$ cat src/rtl/dnn_argmax_fix3_pkg.sv
// Shared types and sizing for the fix3 argmax classification stage.
// Scores are 3-bit signed fixed-point, so the scan starts from the most negative code.
package dnn_fix3_pkg;

   localparam int DATA_WIDTH  = 3;
   localparam int NUM_CLASSES = 10;
   localparam int IDX_WIDTH   = 4;

   typedef logic signed [DATA_WIDTH-1:0] score_t;
   typedef logic        [IDX_WIDTH-1:0]  class_t;

   typedef enum logic [1:0] {
      ARG_IDLE   = 2'd0,
      ARG_SCAN   = 2'd1,
      ARG_DRAIN  = 2'd2,
      ARG_REPORT = 2'd3
   } argmax_state_e;

   localparam score_t SCORE_MIN = score_t'({1'b1, {(DATA_WIDTH-1){1'b0}}});
   localparam class_t LAST_IDX  = class_t'(NUM_CLASSES - 1);

endpackage

$ cat src/rtl/dnn_argmax_fix3_if.sv
// Signal bundle between the argmax stage (slave) and its environment (master).
interface dnn_argmax_fix3_if #(
   parameter int CNT_WIDTH = 16
);
   import dnn_fix3_pkg::*;

   // dnn_done is a level: only a rise seen while idle starts a scan. out_idx/out_data is a
   // combinational select with no handshake. result_valid is a one-cycle strobe, no backpressure.
   logic                 dnn_done;
   class_t               label;
   logic                 clear;
   class_t               out_idx;
   score_t               out_data;
   logic                 busy;
   logic                 result_valid;
   class_t               result_class;
   score_t               result_max;
   logic                 correct;
   logic [CNT_WIDTH-1:0] hit_count;
   logic [CNT_WIDTH-1:0] total_count;
   argmax_state_e        dbg_state;

   modport master (
      output dnn_done, label, clear, out_data,
      input  out_idx, busy, result_valid, result_class, result_max, correct,
             hit_count, total_count, dbg_state
   );

   modport slave (
      input  dnn_done, label, clear, out_data,
      output out_idx, busy, result_valid, result_class, result_max, correct,
             hit_count, total_count, dbg_state
   );

endinterface

$ cat src/rtl/dnn_argmax_fix3_rise_detect.sv
// Rising-edge detector. The register resets to 1 so a level already high when reset
// releases is not mistaken for a fresh edge.
module rise_detect (
   input  logic clk,
   input  logic rst,
   input  logic i_in,
   output logic o_rise
);

   logic r_q;

   always_ff @(posedge clk or negedge rst) begin
      if (!rst) begin
         r_q <= 1'b1;
      end else begin
         r_q <= i_in;
      end
   end

   assign o_rise = i_in & ~r_q;

endmodule

$ cat src/rtl/dnn_argmax_fix3.sv
// Argmax stage behind the fix3 inference top: scans the class scores after each dnn_done
// rise, registers winner, score and label match, and keeps saturating hit/total counters.
module dnn_argmax_fix3
   import dnn_fix3_pkg::*;
#(
   parameter int CNT_WIDTH = 16
) (
   input  logic             clk,
   input  logic             rst,
   dnn_argmax_fix3_if.slave bus
);

   localparam logic [1:0] S_IDLE   = 2'd0;
   localparam logic [1:0] S_SCAN   = 2'd1;
   localparam logic [1:0] S_DRAIN  = 2'd2;
   localparam logic [1:0] S_REPORT = 2'd3;

   localparam logic [CNT_WIDTH-1:0] CNT_MAX = '1;

   logic [1:0]           r_state;
   logic [1:0]           w_state_nxt;
   class_t               r_k;
   class_t               r_label;
   score_t               r_samp;
   class_t               r_samp_idx;
   logic                 r_samp_vld;
   score_t               r_run_max;
   class_t               r_run_cls;
   class_t               r_res_cls;
   score_t               r_res_max;
   logic                 r_correct;
   logic [CNT_WIDTH-1:0] r_hit;
   logic [CNT_WIDTH-1:0] r_total;

   logic w_rise;
   logic w_trigger;
   logic w_scan_last;
   logic w_cmp_en;
   logic w_take;
   logic w_report;
   logic w_correct_now;

   rise_detect u_rise (
      .clk    (clk),
      .rst    (rst),
      .i_in   (bus.dnn_done),
      .o_rise (w_rise)
   );

   assign w_trigger     = (r_state == S_IDLE) && w_rise;
   assign w_scan_last   = (r_state == S_SCAN) && (r_k == LAST_IDX);
   assign w_report      = (r_state == S_REPORT);
   assign w_correct_now = (r_run_cls == r_label);

   // Sample register lags out_idx by one cycle; strict > keeps the earliest index on ties.
   assign w_cmp_en = r_samp_vld && ((r_state == S_SCAN) || (r_state == S_DRAIN));
   assign w_take   = w_cmp_en && (r_samp > r_run_max);

   always_comb begin
      w_state_nxt = r_state;
      case (r_state)
         S_IDLE:   if (w_rise) w_state_nxt = S_SCAN;
         S_SCAN:   if (w_scan_last) w_state_nxt = S_DRAIN;
         S_DRAIN:  w_state_nxt = S_REPORT;
         S_REPORT: w_state_nxt = S_IDLE;
         default:  w_state_nxt = S_IDLE;
      endcase
   end

   always_ff @(posedge clk or negedge rst) begin
      if (!rst) begin
         r_state <= S_IDLE;
      end else begin
         r_state <= w_state_nxt;
      end
   end

   always_ff @(posedge clk or negedge rst) begin
      if (!rst) begin
         r_k        <= '0;
         r_label    <= '0;
         r_samp     <= '0;
         r_samp_idx <= '0;
         r_samp_vld <= 1'b0;
         r_run_max  <= SCORE_MIN;
         r_run_cls  <= '0;
      end else if (w_trigger) begin
         r_k        <= '0;
         r_label    <= bus.label;
         r_samp_vld <= 1'b0;
         r_run_max  <= SCORE_MIN;
         r_run_cls  <= '0;
      end else begin
         if (r_state == S_SCAN) begin
            r_samp     <= bus.out_data;
            r_samp_idx <= r_k;
            r_samp_vld <= 1'b1;
            if (!w_scan_last) begin
               r_k <= r_k + 1'b1;
            end
         end
         if (w_take) begin
            r_run_max <= r_samp;
            r_run_cls <= r_samp_idx;
         end
      end
   end

   always_ff @(posedge clk or negedge rst) begin
      if (!rst) begin
         r_res_cls <= '0;
         r_res_max <= '0;
         r_correct <= 1'b0;
      end else if (w_report) begin
         r_res_cls <= r_run_cls;
         r_res_max <= r_run_max;
         r_correct <= w_correct_now;
      end
   end

   // clear has priority over a coincident REPORT increment.
   always_ff @(posedge clk or negedge rst) begin
      if (!rst) begin
         r_hit   <= '0;
         r_total <= '0;
      end else if (bus.clear) begin
         r_hit   <= '0;
         r_total <= '0;
      end else if (w_report) begin
         if (r_total != CNT_MAX) begin
            r_total <= r_total + 1'b1;
         end
         if (w_correct_now && (r_hit != CNT_MAX)) begin
            r_hit <= r_hit + 1'b1;
         end
      end
   end

   assign bus.out_idx      = (r_state == S_SCAN) ? r_k : '0;
   assign bus.busy         = (r_state != S_IDLE);
   assign bus.result_valid = w_report;
   assign bus.result_class = r_res_cls;
   assign bus.result_max   = r_res_max;
   assign bus.correct      = r_correct;
   assign bus.hit_count    = r_hit;
   assign bus.total_count  = r_total;
   assign bus.dbg_state    = argmax_state_e'(r_state);

endmodule

$ cat src/flat_wrapper.sv
// flat-port wrapper written by rule: the top's interface ports become plain ports
module dnn_argmax_fix3_flat import dnn_fix3_pkg::*;
#(
   parameter int CNT_WIDTH = 16
)
  (clk, rst, bus_dnn_done, bus_label, bus_clear, bus_out_data, bus_out_idx, bus_busy, bus_result_valid, bus_result_class, bus_result_max, bus_correct, bus_hit_count, bus_total_count, bus_dbg_state);
  dnn_argmax_fix3_if #(.CNT_WIDTH(CNT_WIDTH)) bus_i ();
  input  logic clk;
  input  logic rst;
  input wire logic [$bits(bus_i.dnn_done)-1:0] bus_dnn_done;
  input wire logic [$bits(bus_i.label)-1:0] bus_label;
  input wire logic [$bits(bus_i.clear)-1:0] bus_clear;
  input wire logic [$bits(bus_i.out_data)-1:0] bus_out_data;
  output wire logic [$bits(bus_i.out_idx)-1:0] bus_out_idx;
  output wire logic [$bits(bus_i.busy)-1:0] bus_busy;
  output wire logic [$bits(bus_i.result_valid)-1:0] bus_result_valid;
  output wire logic [$bits(bus_i.result_class)-1:0] bus_result_class;
  output wire logic [$bits(bus_i.result_max)-1:0] bus_result_max;
  output wire logic [$bits(bus_i.correct)-1:0] bus_correct;
  output wire logic [$bits(bus_i.hit_count)-1:0] bus_hit_count;
  output wire logic [$bits(bus_i.total_count)-1:0] bus_total_count;
  output wire logic [$bits(bus_i.dbg_state)-1:0] bus_dbg_state;
  assign bus_i.dnn_done = bus_dnn_done;
  assign bus_i.label = bus_label;
  assign bus_i.clear = bus_clear;
  assign bus_i.out_data = bus_out_data;
  assign bus_out_idx = bus_i.out_idx;
  assign bus_busy = bus_i.busy;
  assign bus_result_valid = bus_i.result_valid;
  assign bus_result_class = bus_i.result_class;
  assign bus_result_max = bus_i.result_max;
  assign bus_correct = bus_i.correct;
  assign bus_hit_count = bus_i.hit_count;
  assign bus_total_count = bus_i.total_count;
  assign bus_dbg_state = bus_i.dbg_state;
  dnn_argmax_fix3 #(.CNT_WIDTH(CNT_WIDTH)) u_core (.clk(clk), .rst(rst), .bus(bus_i));
endmodule
$ cat config.mk
export PLATFORM = sky130hd
export DESIGN_NAME = dnn_argmax_fix3_flat
export DESIGN_NICKNAME = d
export VERILOG_FILES = /design/src/rtl/dnn_argmax_fix3_pkg.sv /design/src/rtl/dnn_argmax_fix3_if.sv /design/src/rtl/dnn_argmax_fix3_rise_detect.sv /design/src/rtl/dnn_argmax_fix3.sv /design/src/flat_wrapper.sv
export SDC_FILE = /design/constraint.sdc
export NUM_CORES = 1
export LEC_CHECK = 0
export BUFFER_PORTS_ARGS = -buffer_cell sky130_fd_sc_hd__buf_2
export CAP_MARGIN = 10
export CORE_MARGIN = 4
export CORE_UTILIZATION = 35
export CTS_CLUSTER_SIZE = 28
export DETAILED_ROUTE_END_ITERATION = 7
export PLACE_DENSITY = 0.53
export SETUP_SLACK_MARGIN = 0.2
export SYNTH_ARGS = -nofsm -noshare
export SYNTH_HDL_FRONTEND = slang
export SYNTH_SLANG_ARGS = --single-unit
$ cat constraint.sdc
create_clock -name clk -period 2 [get_ports clk]
set_input_delay 0.3 -clock clk [delete_from_list [all_inputs] [get_ports clk]]
set_output_delay 0.3 -clock clk [all_outputs]
set_load 0.03 [all_outputs]
==> metrics, run 1 <==
Mapped Cells=310; Buf/Inv on CP=2; Internal=3.33 mW; Die W=105 um; setup slack after layout=0.173 ns; outcome=complete, no violations; Mapped Area=3300 um^2; drt wl/cell=15.3 um; Reg2Reg Depth=8; io pins=59; EDFF count, synth=0; switching power=1.98 mW; post-synth top area share=48.5%; Avg Inst Size Synth=around 11 um^2; worst flop-to-flop path endpoint=u_core.r_run_cls[2]; root buffer cell=clkbuf_8; cell family with the largest share of critical-path delay=compound AO/OA/AOI/OAI gates; Slew headroom=53.6%; largest net degree at the start of global routing=67; fin crit period=1.83 ns; clock share of power=20.2%; Flop pwr share=36.9%; Max rail drop VDD=slightly above 0.0008 V; clk_skew=0.0140 ns; LEAKAGE=1.94 nW; Core ar.=9200 um^2; worst-margin pin slew=0.697 ns; Comb pwr share=between 40% and 50%; Routed Antenna Nets=0; number of port buffers=58; Hold Crit Class=in -> reg; f_max=~550 MHz; DR iter-0 viols=87; WHS Endpoint=u_core.u_rise.r_q; WL final=7900 um; Pre-Repair DR Iteration Count=4; worst-path cell with the longest stage delay=dfrtp_1; Startpoint Class=flip-flop; CP endpoint kind=flip-flop; ys flop type=dfrtp_1; sw frac=37.3%; Slew Limit Fails=0; most common cell in the netlist=dfrtp_1; initial antenna violation count=0; vias in the first global route=between 2,000 and 3,000; All-Layer GR Usage=14.8%; worst hold path startpoint=bus_dnn_done; DP HPWL=5190 um; Vias=2,680; max-cap viol count=0; FF/Latch Area=between 1500 and 2000 um^2; detailed-route DRC error count=0; Final Cycle Share=91.3%; critical path cell sequence=inv_1 > ha_1 > nor2b_1 > o311a_1 > o211ai_4 > buf_12 > mux2i_1 > nor2_1; H-tree depth=3; number of buffers created by CTS=9; Remaining Overflow, GRT=0; Place WS=-0.0205 ns; NumNets Final=422; post-placement cell area=between 3000 and 4000 um^2; clock sink total=66; vias per cell=5.20; P per Cell Area=1230 nW/um^2; layout cells sized above 1=between 40% and 50%; syn_nets=333; CTS max path bufs=2; Largest stage delay, worst path=between 0.3 and 0.4 ns; RSZ-0062 raised after global routing=yes; FF+latch count, synth=66; initial core utilization=35.9%; Area Growth Syn to Fin=31.1%; # diodes=0; first-pass GRT wire length=13,200 um; Final Instance Area=4330 um^2; final setup vio count=0; Async SR Flop Fraction=100%; crit path kind=reg -> reg; Cell variety after synth=48; Worst-path clk slew=0.07 ns; Multi-input gate area=1770 um^2; Ys Warns=0; FILL cells=between 800 and 900; site row count=35; main area contributors after synthesis=dfrtp_1, mux2_2, ha_1; die area=11,000 um^2; CP max FO=7; Post-synth top cells=dfrtp_1, nor2_1, mux2_2; sequential-to-total area share from yosys stat=50.1%; cell taking the most area after synthesis=dfrtp_1; Worst EP arrival=2.05 ns; Final Hold Fails=0; hold path depth=1; Reg2Reg Setup Slack=0.17 ns; CTS tree=built; clk_lat worst skew=0.34 ns; Reg-to-Reg Start=u_core.r_run_max[1]; routability cong.=0.731; Die Height=105 um; WP data required=about 2.2 ns
per-layer routing:
layer	share of wire, %	vias to the layer above	GRT usage [%]	wire, um
met4	0.91	0	4.59	72
met5	0	-	0	0
li1	-	1300	-	-
met1	48	1326	19.8	3760
met2	47	48	23.1	3700
met3	4.7	6	4.51	368
worst max-delay path by stage:
stage                                  from                        to  slack [ns]  cells after the start
floorplan           u_core.bus.hit_count[3]   u_core.bus.hit_count[1]        0.14                      7
global placement        u_core.r_run_cls[0]  u_core.bus.hit_count[13]        0.03                      5
detailed placement      u_core.r_run_cls[0]  u_core.bus.hit_count[13]       -0.02                      5
CTS                     u_core.r_run_max[1]       u_core.r_run_cls[2]        0.15                      8
global route            u_core.r_run_max[1]       u_core.r_run_max[0]        0.08                      8
finish                  u_core.r_run_max[1]       u_core.r_run_cls[2]        0.17                      8
cells in the final DEF (no fill, tap or decap), drive strengths merged, types with 8 or more instances in the layout:
| cell | count |
|---|---|
| mux2i | 8 |
| o21ai | 12 |
| inv | 12 |
| clkbuf | 14 |
| buf | 82 |
| nand3 | 14 |
| ha | 12 |
| dfrtp | 64 |
| nand4 | 12 |
| mux2 | 18 |
| a21oi | 17 |
| nor2 | 32 |
| xor2 | 10 |
| nand2 | 17 |
cell type report:
class,count,area share (%)
multi-input combinational,226,40.9
timing repair buffer,84,12.0
sequential,66,38.6
clock buffer,13,3.21
tap,111,3.21
inverter,12,1.04
clock inverter,3,0.984
flip-flops by register name, indices dropped and copies added (netlist names):
register	count
u_core.bus.correct	1
u_core.bus.dbg_state	2
u_core.bus.hit_count	16
u_core.bus.result_class	4
u_core.bus.result_max	3
u_core.bus.total_count	16
u_core.r_k	4
u_core.r_label	4
u_core.r_run_cls	4
u_core.r_run_max	3
u_core.r_samp	3
u_core.r_samp_idx	4
u_core.r_samp_vld	1
u_core.u_rise.r_q	1
metrics by stage:
stage / util (%) / power, mW / hold slack, ns / TNS [ns] / cells
after floorplan: - / 3.37 / 0.00441 / 0 / 310
after global placement: 41.3 / 3.83 / 0.351 / 0 / 478
after detailed placement: 41.3 / 3.87 / 0.350 / -0.0205 / 478
after CTS: 45.2 / 5.30 / 0.0566 / 0 / 509
after global routing: 47.0 / 5.68 / 0.0454 / 0 / 515
final: 47.0 / 5.31 / 0.0707 / 0 / 515
power groups by stage:
stage,registers [mW],clock network [mW],logic [mW]
floorplan,2.12,0,1.26
CTS,1.96,1.11,2.23
global placement,1.97,0,1.86
detailed placement,1.99,0,1.88
global route,2.01,1.17,2.49
finish,1.96,1.07,2.28
repair_timing:
| action | CTS | global route |
|---|---|---|
| gates cloned | 3 | 0 |
| hold buffers | 1 | 0 |
| resized for setup | 7 | 31 |
| setup buffers | 11 | 6 |
| hold endpoints to repair | 64 | 0 |
| pin swaps | 12 | 11 |
| endpoints found under the setup margin | 21 | 34 |
cells by family after synthesis:
group                    share of synthesized area, %
AO/OA/AOI/OAI                                    10.5
AND/OR/NAND/NOR                                  19.5
multiplexers                                     8.57
buffers and inverters                            3.11
XOR/XNOR                                         3.72
flip-flops                                       50.1
adder cells (fa/ha/maj)                          4.55
worst reg2reg max path: stages, from the launching register on:
cell and delay (ns):
dfrtp_1 0.35, inv_1 0.05, ha_1 0.29, nor2b_1 0.13, o311a_1 0.31, o211ai_4 0.18, buf_12 0.15, mux2i_1 0.19
nor2_1 0.06
No activity file was read; power rests on OpenSTA's default activity.
==> run 2: changes to the inputs <==
--- a/config.mk
+++ b/config.mk
@@ -5,13 +5,13 @@
 export SDC_FILE = /design/constraint.sdc
 export NUM_CORES = 1
 export LEC_CHECK = 0
-export BUFFER_PORTS_ARGS = -buffer_cell sky130_fd_sc_hd__buf_2
 export CAP_MARGIN = 10
 export CORE_MARGIN = 4
 export CORE_UTILIZATION = 35
 export CTS_CLUSTER_SIZE = 28
 export DETAILED_ROUTE_END_ITERATION = 7
-export PLACE_DENSITY = 0.53
+export DONT_BUFFER_PORTS = 1
+export PLACE_DENSITY = 0.46
 export SETUP_SLACK_MARGIN = 0.2
 export SYNTH_ARGS = -nofsm -noshare
 export SYNTH_HDL_FRONTEND = slang
==> constraint.sdc (replaced) <==
create_clock -name clk -period 1.8 [get_ports clk]
set_input_delay 0.27 -clock clk [delete_from_list [all_inputs] [get_ports clk]]
set_output_delay 0.27 -clock clk [all_outputs]
set_load 0.03 [all_outputs]
==> metrics, run 2 (synthesis gave the netlist of run 1 again) <==
Finished Layout Cells=513 (was 515); first-pass GRT wire length=13,900 um (was 13,200 um); Worst-path clk slew=0.08 ns (was 0.07 ns); Remaining Overflow, GRT=0 (unchanged); Hold Crit Class=in -> async (was in -> reg); CP endpoint kind=flip-flop (unchanged); Final Cycle Share=103% (was 91.3%); DR iter-0 viols=79 (was 87); drt wl/cell=16.4 um (was 15.3 um); setup slack after layout=-0.0544 ns (was 0.173 ns); CTS tree=built (unchanged); number of buffers created by CTS=9 (unchanged); violated checks=negative hold slack, negative setup slack; Global Route met1 Usage=20.1% (was 19.8%); Final Hold Fails=66 (was 0); DP Cell Count=472 (was 478); vias per cell=5.32 (was 5.20); Hold Buf Count CTS=2 (was 1); Pre-Repair DR Iteration Count=4 (unchanged); gr busiest metal=met2 (unchanged); All-Layer GR Usage=15.7% (was 14.8%); io pins=59 (unchanged); number of port buffers=0 (was 58); RSZ-0062 raised after global routing=yes (unchanged); H-tree depth=3 (unchanged); site row count=35 (unchanged); GR Layer Usage met2=25.0% (was 23.1%); Die W=105 um (unchanged); Reg2Reg Setup Slack=-0.05 ns (was 0.17 ns); Die Height=105 um (unchanged); fin crit period=1.85 ns (was 1.83 ns); Final Instance Area=4830 um^2 (was 4330 um^2); root buffer cell=clkbuf_8 (unchanged); outcome=finished with violations (was complete, no violations); die area=11,000 um^2 (unchanged); Startpoint Class=flip-flop (unchanged); vias in the first global route=2,758 (was 2,684); routability cong.=0.750 (was 0.731); LEAKAGE=2.12 nW (was 1.94 nW); Vias=2,729 (was 2,680); Max rail drop VDD=0.000993 V (was 0.000828 V); clk_lat worst skew=0.34 ns (about the same); NumNets Final=420 (was 422); worst-path cell with the longest stage delay=dfrtp_1 (unchanged); final setup vio count=6 (was 0); Routed Antenna Nets=0 (unchanged); Largest stage delay, worst path=0.35 ns (about the same); most frequent cells in the layout=buf_4, dfrtp_1, nor2_1 (was buf_2, dfrtp_1, nor2_1); # diodes=0 (unchanged); Area Growth Syn to Fin=46.4% (was 31.1%); Worst EP arrival=2.08 ns (was 2.05 ns); Reg-to-Reg Start=u_core.r_run_max[1] (unchanged); most common cell after layout, fill and taps aside=buf_4 (was buf_2); WP data required=2.03 ns (was 2.22 ns); max-cap viol count=0 (unchanged); f_max=539 MHz (was 547 MHz); layout cells sized above 1=52.7% (was 41.6%); clock sink total=66 (unchanged); worst-margin pin slew=0.336 ns (was 0.697 ns); critical path cell sequence=inv_1 > ha_1 > nor2b_4 > o311a_1 > o211ai_4 > buf_12 > mux2i_2 > nor2_1 (was inv_1 > ha_1 > nor2b_1 > o311a_1 > o211ai_4 > buf_12 > mux2i_1 > nor2_1); CTS max path bufs=2 (unchanged); P per Cell Area=1380 nW/um^2 (was 1230 nW/um^2); clk_skew=0.0115 ns (was 0.0140 ns); Core ar.=9200 um^2 (unchanged); CP max FO=7 (unchanged); post-placement cell area=3940 um^2 (was 3800 um^2); Slew Limit Fails=0 (unchanged); met3 Resource Use GR=4.88% (was 4.51%); Slew headroom=77.5% (was 53.6%); crit path kind=reg -> reg (unchanged); initial core utilization=35.9% (unchanged); detailed-route DRC error count=0 (unchanged); DP HPWL=5450 um (was 5190 um); WL final=8390 um (was 7900 um); largest net degree at the start of global routing=67 (unchanged); initial antenna violation count=0 (unchanged); Crit. Startpoint=u_core.r_run_max[1] (unchanged); WHS=-0.385 ns (was 0.0707 ns)
==> run 2: final timing paths <==
kind,end,depth (start not counted)
worst max-delay path,u_core.r_run_max[0],8
worst min-delay path,u_core.bus.hit_count[8],0
worst max register to register,u_core.r_run_max[0],8
worst min register to register,u_core.r_samp_idx[3],1
max in group asynchronous,u_core.u_rise.r_q,0
min in group clk,u_core.r_samp[0],2
==> run 2: cell type report <==
type                       instances  area [um^2]
fill                             848         4370
inverter                          12         60.1
timing repair buffer              83          741
multi-input combinational        225         1980
tap                              111          139
clock inverter                     4         72.6
clock buffer                      12          165
sequential                        66         1680
==> run 2: what timing repair did <==
action / 4_1_cts / 5_1_grt
endpoints found under the hold margin: 99 / 66
pin swaps: 18 / 35
gates cloned: 2 / 0
endpoints found under the setup margin: 47 / 44
gates resized for setup: 48 / 56
buffers inserted: 8 / 13
==> run 2: through the flow <==
step / util, % / TNS, ns / power [mW] / setup WS [ns]
2_1_floorplan: - / -0.0838 / 3.78 / -0.0575
3_3_place_gp: 42.8 / -0.123 / 4.47 / -0.0471
3_5_place_dp: 42.8 / -0.580 / 4.51 / -0.101
4_1_cts: 48.9 / -0.557 / 6.43 / -0.0632
5_1_grt: 52.5 / -1.19 / 7.12 / -0.135
6_report: 52.5 / -0.122 / 6.68 / -0.0544
==> run 2: critical path: cells and delay by family, from the launching register on <==
kind | cells | cell delay [ns]
compound gates | 2 | 0.50
fa+ha+maj | 1 | 0.30
buf+inv | 2 | 0.19
flops | 1 | 0.35
mux | 1 | 0.20
simple gates | 2 | 0.19
==> run 2: metal layers <==
metal | share of wire (%) | vias to the layer above
met1 | 46 | 1366
met2 | 48 | 57
met3 | 5.0 | 7
met5 | 0 | -
li1 | - | 1299
met4 | 0.83 | 0
==> run 2: where the power goes <==
group          switching, mW  total (mW)  leakage [nW]  internal [mW]
sequential             0.442        2.30         0.838           1.86
clock                  0.579        1.47         0.119          0.892
combinational           1.33        2.91          1.17           1.58
total                   2.35        6.68          2.12           4.33
